## src/rtl/accumulator_reg_pkg.sv

```systemverilog
// Shared definitions for the accumulator register: operation codes and their width.
package acc_pkg;

  localparam int OP_W = 3;

  typedef enum logic [OP_W-1:0] {
    OP_HOLD = 3'd0,
    OP_LOAD = 3'd1,
    OP_CLR  = 3'd2,
    OP_INC  = 3'd3,
    OP_DEC  = 3'd4,
    OP_SHL  = 3'd5,
    OP_SHR  = 3'd6,
    OP_ROL  = 3'd7
  } op_e;

endpackage

```

## src/rtl/accumulator_reg_if.sv

```systemverilog
// Bus between the control unit / keyboard / ALU and the accumulator register.
// Handshake: there is no back-pressure. KbdStrobe is a one-cycle pulse and En
// qualifies Op; both are sampled on the rising edge they are high for, and the
// resulting update is visible on AccOut/Carry/Full/Overrun one edge later.
interface accumulator_reg_if #(
  parameter int WIDTH = 8,
  parameter int KBD_W = 4
);
  import acc_pkg::*;

  logic [KBD_W-1:0] Kbd;
  logic             KbdStrobe;
  logic             En;
  op_e              Op;
  logic [WIDTH-1:0] AluIn;
  logic             AluCarry;
  logic [WIDTH-1:0] AccOut;
  logic             Zero;
  logic             Carry;
  logic             Full;
  logic             Overrun;

  modport master (
    output Kbd, KbdStrobe, En, Op, AluIn, AluCarry,
    input  AccOut, Zero, Carry, Full, Overrun
  );

  modport slave (
    input  Kbd, KbdStrobe, En, Op, AluIn, AluCarry,
    output AccOut, Zero, Carry, Full, Overrun
  );

endinterface

```

## src/rtl/accumulator_reg_digit_ctr.sv

```systemverilog
// Counts keyboard digits entered into the current operand, 0..NIB.
// clr (an executed op) beats restart (first digit of a new entry) beats inc.
module acc_digit_ctr #(
  parameter int NIB = 2,
  localparam int CW = $clog2(NIB + 1)
) (
  input  logic          clk,
  input  logic          rst,
  input  logic          clr,
  input  logic          restart,
  input  logic          inc,
  output logic [CW-1:0] count,
  output logic          full
);

  // Digit count and registered Full flag.
  always_ff @(posedge clk) begin
    if (rst || clr) begin
      count <= '0;
      full  <= 1'b0;
    end else if (restart) begin
      count <= CW'(1);
      full  <= (NIB == 1);
    end else if (inc) begin
      count <= count + CW'(1);
      full  <= (count == CW'(NIB - 1));
    end
  end

endmodule

```

## src/rtl/accumulator_reg.sv

```systemverilog
// Parametrised accumulator register: ALU operand holder, keyboard digit
// assembler and in-place op engine with Zero/Carry/Full/Overrun status.
module accumulator_reg
  import acc_pkg::*;
#(
  parameter int WIDTH = 8,
  parameter int KBD_W = 4
) (
  input  logic         MainClock,
  input  logic         Clear,
  accumulator_reg_if.slave bus
);

  localparam int NIB = WIDTH / KBD_W;
  localparam int CW  = $clog2(NIB + 1);

  logic [WIDTH-1:0] acc, acc_nxt;
  logic             carry, carry_nxt;
  logic             overrun;
  logic [WIDTH:0]   inc_sum, dec_sum;
  logic             op_exec, strobe_ok, full;
  logic [CW-1:0]    digit_count;

  // An op executes only when En is high with a non-HOLD code; strobes lose to it.
  assign op_exec   = bus.En && (bus.Op != OP_HOLD);
  assign strobe_ok = bus.KbdStrobe && !op_exec;
  assign inc_sum   = {1'b0, acc} + {{WIDTH{1'b0}}, 1'b1};
  assign dec_sum   = {1'b0, acc} - {{WIDTH{1'b0}}, 1'b1};

  acc_digit_ctr #(.NIB(NIB)) u_digit_ctr (
    .clk     (MainClock),
    .rst     (Clear),
    .clr     (op_exec),
    .restart (strobe_ok && full),
    .inc     (strobe_ok && !full),
    .count   (digit_count),
    .full    (full)
  );

  // Next accumulator/carry: executed op first, then an accepted keyboard digit.
  always_comb begin
    acc_nxt   = acc;
    carry_nxt = carry;
    if (op_exec) begin
      case (bus.Op)
        OP_LOAD: begin acc_nxt = bus.AluIn; carry_nxt = bus.AluCarry; end
        OP_CLR:  begin acc_nxt = '0; carry_nxt = 1'b0; end
        OP_INC:  {carry_nxt, acc_nxt} = inc_sum;
        OP_DEC:  {carry_nxt, acc_nxt} = dec_sum;
        OP_SHL:  begin carry_nxt = acc[WIDTH-1]; acc_nxt = {acc[WIDTH-2:0], 1'b0}; end
        OP_SHR:  begin carry_nxt = acc[0]; acc_nxt = {1'b0, acc[WIDTH-1:1]}; end
        OP_ROL:  begin carry_nxt = acc[WIDTH-1]; acc_nxt = {acc[WIDTH-2:0], acc[WIDTH-1]}; end
        default: begin acc_nxt = acc; carry_nxt = carry; end
      endcase
    end else if (strobe_ok) begin
      // A full operand means this digit starts a fresh entry.
      if (full) acc_nxt = WIDTH'(bus.Kbd);
      else      acc_nxt = (acc << KBD_W) | WIDTH'(bus.Kbd);
    end
  end

  // State registers; Clear wins over everything.
  always_ff @(posedge MainClock) begin
    if (Clear) begin
      acc     <= '0;
      carry   <= 1'b0;
      overrun <= 1'b0;
    end else begin
      acc     <= acc_nxt;
      carry   <= carry_nxt;
      overrun <= bus.KbdStrobe && op_exec;
    end
  end

  assign bus.AccOut  = acc;
  assign bus.Zero    = (acc == '0);
  assign bus.Carry   = carry;
  assign bus.Full    = full;
  assign bus.Overrun = overrun;

endmodule

```

## src/flat_wrapper.sv

```systemverilog
// flat-port wrapper written by rule: the top's interface ports become plain ports
module accumulator_reg_flat import acc_pkg::*;
#(
  parameter int WIDTH = 8,
  parameter int KBD_W = 4
)
  (MainClock, Clear, bus_Kbd, bus_KbdStrobe, bus_En, bus_Op, bus_AluIn, bus_AluCarry, bus_AccOut, bus_Zero, bus_Carry, bus_Full, bus_Overrun);
  accumulator_reg_if #(.WIDTH(WIDTH), .KBD_W(KBD_W)) bus_i ();
  input  logic MainClock;
  input  logic Clear;
  input wire logic [$bits(bus_i.Kbd)-1:0] bus_Kbd;
  input wire logic [$bits(bus_i.KbdStrobe)-1:0] bus_KbdStrobe;
  input wire logic [$bits(bus_i.En)-1:0] bus_En;
  input wire logic [$bits(bus_i.Op)-1:0] bus_Op;
  input wire logic [$bits(bus_i.AluIn)-1:0] bus_AluIn;
  input wire logic [$bits(bus_i.AluCarry)-1:0] bus_AluCarry;
  output wire logic [$bits(bus_i.AccOut)-1:0] bus_AccOut;
  output wire logic [$bits(bus_i.Zero)-1:0] bus_Zero;
  output wire logic [$bits(bus_i.Carry)-1:0] bus_Carry;
  output wire logic [$bits(bus_i.Full)-1:0] bus_Full;
  output wire logic [$bits(bus_i.Overrun)-1:0] bus_Overrun;
  assign bus_i.Kbd = bus_Kbd;
  assign bus_i.KbdStrobe = bus_KbdStrobe;
  assign bus_i.En = bus_En;
  assign bus_i.Op = bus_Op;
  assign bus_i.AluIn = bus_AluIn;
  assign bus_i.AluCarry = bus_AluCarry;
  assign bus_AccOut = bus_i.AccOut;
  assign bus_Zero = bus_i.Zero;
  assign bus_Carry = bus_i.Carry;
  assign bus_Full = bus_i.Full;
  assign bus_Overrun = bus_i.Overrun;
  accumulator_reg #(.WIDTH(WIDTH), .KBD_W(KBD_W)) u_core (.MainClock(MainClock), .Clear(Clear), .bus(bus_i));
endmodule
```

## config.mk

```make
export PLATFORM = sky130hd
export DESIGN_NAME = accumulator_reg_flat
export DESIGN_NICKNAME = d
export VERILOG_FILES = /design/src/rtl/accumulator_reg_pkg.sv /design/src/rtl/accumulator_reg_if.sv /design/src/rtl/accumulator_reg_digit_ctr.sv /design/src/rtl/accumulator_reg.sv /design/src/flat_wrapper.sv
export SDC_FILE = /design/constraint.sdc
export NUM_CORES = 1
export LEC_CHECK = 0
export ABC_CLOCK_PERIOD_IN_PS = 2400
export BUFFER_PORTS_ARGS = -buffer_cell sky130_fd_sc_hd__buf_2
export CAP_MARGIN = 20
export CORE_MARGIN = 1
export CORE_UTILIZATION = 54
export DETAILED_ROUTE_END_ITERATION = 7
export PLACE_DENSITY = 0.92
export RECOVER_POWER = 100
export SLEW_MARGIN = 25
export SYNTH_ARGS = -nofsm -noshare
export SYNTH_HDL_FRONTEND = slang
export SYNTH_SLANG_ARGS = --single-unit
```

## constraint.sdc

```tcl
create_clock -name MainClock -period 2.4 [get_ports MainClock]
set_clock_uncertainty 0.15 [all_clocks]
set_input_delay 0 -clock MainClock [delete_from_list [all_inputs] [get_ports MainClock]]
set_output_delay 0 -clock MainClock [all_outputs]
set_load 0.05 [all_outputs]
```

==> results.sh, run 1 <==
export IMPL_status="finished, final reports clean"
export IMPL_ys_warnings_count=0
export IMPL_dr_first_iter_drc_count=97
export IMPL_clock_path_buffers=2
export IMPL_post_route_period_util_pct=92.2
export IMPL_synth_flop_cell="dfxtp_1"
export IMPL_yosysUniqueCellTypes=50
export IMPL_crit_arrival_ns=2.30
export IMPL_die_area_um2=2710
export IMPL_final_min_clock_period_ns=2.21
export IMPL_numCtsBuffers=3
export IMPL_worstMarginPinSlew_ns=0.607
export IMPL_fp_dieH_um=52.1
export IMPL_drive_gt1_share_pct=15.1
export IMPL_start_util_pct=58.9
export IMPL_routabilityCongestion=0.994
export IMPL_synth_seq_cells=13
export IMPL_ir_drop_v=0.000352
export IMPL_antenna_found_initial=0
export IMPL_cp_max_fo=12
export IMPL_regToRegSetupSlack_ns=0.19
export IMPL_dr_pass1_iters=6
export IMPL_start_kind="register"
export IMPL_viasPerCell=6.73
export IMPL_rr_endpoint="u_core.bus.AccOut[1]$_SDFFE_PP0P_"
export IMPL_tns_ns=0
export IMPL_rows=17
export IMPL_worst_setup_path_type="reg -> reg"
export IMPL_ff2ff_path_depth=7
export IMPL_post_drt_wl_per_cell_um=17.6
export IMPL_clkTransAtPathRegs_ns=0.10
export IMPL_root_buffer="clkbuf_4"
export IMPL_drv_cap=0
export IMPL_synthArstFlopShare_pct=0
export IMPL_syn_area_um2=1350
export IMPL_layout_setup_ws_ns=0.188
export IMPL_power_leakage_uw=0.000597
export IMPL_grt_pass1_vias=1482
export IMPL_core_um2=2300
export IMPL_clkLatencyLatePin_ns=0.29
export IMPL_synth_commonest_cells="13 x dfxtp_1, 13 x nand2_1, 10 x nor2_1, 10 x o21ai_0, 9 x clkbuf_1"
export IMPL_drtAntennaViolNets=0
export IMPL_grt_first_pass_wirelength_um=6600
export IMPL_wl_um=4100
export IMPL_drc=0
export IMPL_required_ns=2.49
export IMPL_chipWidth_um=52.1
export IMPL_finalHoldViolCount=0
export IMPL_endpoint="u_core.bus.AccOut[1]$_SDFFE_PP0P_"
export IMPL_grt_use_total_pct=33.4
export IMPL_area_delta_synth_final_pct=14.8
export IMPL_post_cts_setup_buffer_count=0
export IMPL_tritoncts="built"
export IMPL_syn_avg_cell_area_um2=7.65
export IMPL_synthTopCellsByArea="dfxtp_1 19%, mux2i_1 5.2%, nand3b_1 4.4%, ha_1 3.7%, o21ai_0 3.7%"
export IMPL_synth_cells=177
export IMPL_synth_edff_count=0
export IMPL_routed_via_count=1567
export IMPL_io_buffers=31
export IMPL_dpl_hpwl_um=2790
export IMPL_slew_headroom_pct=59.7
export IMPL_slew_violations=0
export IMPL_num_antenna_cells=0
export IMPL_syn_nets=201
export IMPL_gr_total_overflow=0
export IMPL_ys_seq_area_share_pct=19.2
export IMPL_p_per_area_nw_per_um2=451
export IMPL_layout_nets=230
export IMPL_pin_count=32
export IMPL_setup_viol=0
export IMPL_critPathLaunch="u_core.bus.AccOut[0]$_SDFFE_PP0P_"
export IMPL_rsz0062_at_grt="false"
export IMPL_synth_top_area_cell="dfxtp_1"
export IMPL_r2r_start="u_core.bus.AccOut[0]$_SDFFE_PP0P_"
export IMPL_clock_sinks=13
export IMPL_end_kind="register"
export IMPL_fmax_mhz=452
export IMPL_htree_levels=1
export IMPL_place_ws_ns=0.344
export IMPL_hold_path_class="in -> reg"
export IMPL_synth_top_area_share_pct=19.2
export IMPL_grt_max_degree=24
[critical path, cell delays in order, from the launching register on]
cell	delay [ns]
dfxtp_2	0.45
inv_1	0.10
ha_1	0.31
nand2_1	0.06
a21oi_1	0.16
o32ai_1	0.09
a211oi_1	0.24
dlygate4sd3_1	0.59
[per-stage QoR]
step                cells  area (um^2)  power (uW)  hold WS, ns  utilization [%]
CTS                   233         1580         701      0.00586             68.8
detailed placement    221         1470         543        0.138             64.2
global route          233         1550         736       0.0302             67.6
floorplan             177         1350         474       0.0428                -
finish                233         1550         700      0.00729             67.6
global placement      221         1470         532        0.135             64.2
[per-layer routing]
metal  vias to the layer above  track usage, %  share of wire [%]  routed length [um]
met5                         -               0                  0                   0
met4                         0            19.8                4.0                 165
met3                        19            4.39                 10                 418
met2                       116            56.6                 47                1940
met1                       711            39.5                 38                1580
li1                        721               -                  -                   -
[cell usage in the layout (no fill, tap or decap), types with 5 or more instances in the layout]
cell | Yosys | routed
dfxtp_1 | 13 | 11
a21oi_1 | 7 | 7
mux2i_1 | 7 | 7
nor2_1 | 10 | 10
dlygate4sd3_1 | 0 | 8
nor3_1 | 8 | 8
inv_1 | 5 | 5
nand3b_1 | 8 | 8
buf_2 | 5 | 18
o21ai_0 | 10 | 10
nand2_1 | 13 | 13
clkbuf_1 | 9 | 15
[sequential cells by signal, summed over array words and instances (netlist names)]
| signal | flops |
|---|---|
| u_core.u_digit_ctr.full | 1 |
| u_core.bus.Carry | 1 |
| u_core.bus.AccOut | 8 |
| u_core.bus.Overrun | 1 |
| u_core.u_digit_ctr.count | 2 |
[where the power goes]
group,switching [uW],total (uW),internal [uW]
logic,180,283,104
clock network,85.9,151,64.7
registers,35.4,267,231
[repair_timing]
action | in CTS | in global routing
hold buffers | 8 | 0
resized for setup | 0 | 2
hold endpoints to repair | 7 | 0
endpoints found under the setup margin | 0 | 1
[cell families after synthesis]
| group | Yosys count | share of synthesized area [%] |
|---|---|---|
| xor gates and xnor gates | 2 | 1.29 |
| buffers and inverters | 23 | 8.23 |
| muxes | 8 | 6.84 |
| DFF | 13 | 19.2 |
| and+or+nand+nor | 73 | 32.0 |
| AOI/OAI and AO/OA | 54 | 28.7 |
| adders and majority gates | 4 | 3.70 |
[layout make-up]
| cell class | count | area (um^2) |
|---|---|---|
| timing repair buffer | 42 | 238 |
| tap | 28 | 35.0 |
| inverter | 5 | 18.8 |
| sequential | 13 | 263 |
| fill | 236 | 743 |
| multi-input combinational | 141 | 973 |
| clock buffer | 4 | 26.3 |
[worst min path at each step]
| stage | start | end | slack [ns] | cells past startpoint |
|---|---|---|---|---|
| 6_report | bus_Kbd[3] | u_core.bus.AccOut[3]$_SDFFE_PP0P_ | 0.007 | 4 |
| 5_1_grt | bus_AluIn[7] | u_core.bus.AccOut[7]$_SDFFE_PP0P_ | 0.03 | 4 |
| 3_3_place_gp | bus_AluIn[2] | u_core.bus.AccOut[2]$_SDFFE_PP0P_ | 0.13 | 3 |
| 4_1_cts | bus_Kbd[3] | u_core.bus.AccOut[3]$_SDFFE_PP0P_ | 0.006 | 4 |
| 2_1_floorplan | bus_AluIn[2] | u_core.bus.AccOut[2]$_SDFFE_PP0P_ | 0.04 | 2 |
| 3_5_place_dp | bus_AluIn[2] | u_core.bus.AccOut[2]$_SDFFE_PP0P_ | 0.14 | 3 |
Note: power is estimated with default switching activity, not from simulation.
==> run 2: changes to the inputs <==
- PLACE_DENSITY: 0.92 -> 0.8
==> run 2 against run 1 <==
Net effect: critical path depth did not move; register-to-register slack hardly changed; count of clock-buffer cells in the layout is the same; worst setup slack got worse by 0.065 ns; worst hold slack gained 0.015 ns; combinational power about the same; highest routed layer unchanged; routed wire length increased by 0.58%; global-route usage down 0.77 points; largest cell class unchanged.
==> results.sh, run 2 (synthesized netlist as in run 1, its figures left out) <==
export IMPL_routed_via_count=1558
export IMPL_core_um2=2300
export IMPL_pin_count=32
export IMPL_num_antenna_cells=0
export IMPL_worst_setup_path_type="in -> reg"
export IMPL_grt_use_total_pct=32.6
export IMPL_required_ns=2.48
export IMPL_area_delta_synth_final_pct=16.0
export IMPL_layout_nets=231
export IMPL_wl_um=4130
export IMPL_power_leakage_uw=0.000606
export IMPL_endpoint="u_core.bus.AccOut[2]$_SDFFE_PP0P_"
export IMPL_drv_cap=0
export IMPL_chipWidth_um=52.1
export IMPL_ff2ff_path_depth=7
export IMPL_start_kind="input pin"
export IMPL_cp_max_fo=14
export IMPL_drtAntennaViolNets=0
export IMPL_grt_pass1_vias=1423
export IMPL_clock_sinks=13
export IMPL_io_buffers=31
export IMPL_grt_max_degree=24
export IMPL_finalHoldViolCount=0
export IMPL_slew_violations=0
export IMPL_clkLatencyLatePin_ns=0.28
export IMPL_min_delay_start="bus_AluIn[6]"
export IMPL_slew_headroom_pct=58.5
export IMPL_post_drt_wl_per_cell_um=17.6
export IMPL_fin_hold_ws_ns=0.0221
export IMPL_gr_total_overflow=0
export IMPL_regToRegSetupSlack_ns=0.18
export IMPL_htree_levels=1
export IMPL_clkTransAtPathRegs_ns=0.10
export IMPL_post_cts_setup_buffer_count=0
export IMPL_dpl_hpwl_um=2810
export IMPL_fp_dieH_um=52.1
export IMPL_tns_ns=0
export IMPL_r2r_start="u_core.bus.AccOut[0]$_SDFFE_PP0P_"
export IMPL_most_common_layout_cells="19 x buf_2, 14 x clkbuf_1, 13 x nand2_1"
export IMPL_drive_gt1_share_pct=16.0
export IMPL_start_util_pct=58.9
export IMPL_fmax_mhz=439
export IMPL_die_area_um2=2710
export IMPL_rsz0062_at_grt="false"
export IMPL_grt_first_pass_wirelength_um=6560
export IMPL_worstMarginPinSlew_ns=0.623
export IMPL_end_kind="register"
export IMPL_finalPower_uw=698
export IMPL_status="finished, final reports clean"
export IMPL_largest_register_ffs=8
export IMPL_tritoncts="built"
export IMPL_hold_path_class="in -> reg"
export IMPL_post_route_period_util_pct=94.9
export IMPL_ir_drop_v=0.000419
export IMPL_setup_viol=0
export IMPL_critPathLaunch="bus_En"
export IMPL_drc=0
export IMPL_final_common_cell="buf_2"
export IMPL_clock_path_buffers=2
export IMPL_dr_first_iter_drc_count=60
export IMPL_rows=17
export IMPL_routabilityCongestion=0.942
export IMPL_final_min_clock_period_ns=2.28
export IMPL_root_buffer="clkbuf_4"
export IMPL_rr_endpoint="u_core.bus.AccOut[1]$_SDFFE_PP0P_"
export IMPL_antenna_found_initial=0
export IMPL_viasPerCell=6.66
export IMPL_dr_pass1_iters=4
export IMPL_numCtsBuffers=3
export IMPL_crit_arrival_ns=2.36
export IMPL_p_per_area_nw_per_um2=444
run 2: area by class of cell:
cell class              count  area [um^2]
clock buffers               4         26.3
inverters                   5         18.8
repair buffers             43          249
well taps                  28         35.0
multi-input cells         141          978
fillers                   219          727
flip-flops and latches     13          263
run 2: layer usage:
layer / GRT usage [%] / share of wire (%) / vias up
met5: 0 / 0 / -
met2: 55.3 / 49 / 85
li1: - / - / 722
met3: 4.09 / 8.5 / 11
met1: 40.8 / 41 / 740
met4: 14.0 / 2.1 / 0
run 2: through the flow:
stage	area (um^2)	util, %	instances	worst slack (ns)
after detailed placement	1470	64.2	221	0.349
after floorplan	1350	-	177	0.166
after global routing	1570	68.4	234	0.0358
after global placement	1470	64.2	221	0.407
after CTS	1590	69.2	234	0.0631
final	1570	68.4	234	0.123
run 2: how the worst min path moves through the flow:
stage | slack [ns] | to | cells after the start
floorplan | 0.04 | u_core.bus.AccOut[2]$_SDFFE_PP0P_ | 2
global placement | 0.13 | u_core.bus.AccOut[2]$_SDFFE_PP0P_ | 3
detailed placement | 0.16 | u_core.bus.AccOut[2]$_SDFFE_PP0P_ | 3
CTS | 0.01 | u_core.bus.Overrun$_SDFF_PP0_ | 2
global route | 0.05 | u_core.bus.Overrun$_SDFF_PP0_ | 2
finish | 0.02 | u_core.bus.AccOut[6]$_SDFFE_PP0P_ | 4
run 2: timing repair:
action | CTS | global route
endpoints found under the hold margin | 7 | 0
gates resized for setup | 0 | 2
hold buffers | 9 | 0
endpoints found under the setup margin | 0 | 2
run 2: worst max-delay path, cell delays in order:
cell and delay [ns]:
dlygate4sd3_1 0.53, buf_2 0.17, o31ai_2 0.06, clkbuf_1 0.51
nand2b_1 0.30, o22ai_1 0.21, dlygate4sd3_1 0.56
run 2: report_power, final:
group          switching [uW]  internal [uW]  leakage, uW
clock                    84.4           64.4    0.0000150
combinational             177            105     0.000484
sequential               35.4            231     0.000107
total                     297            401     0.000606
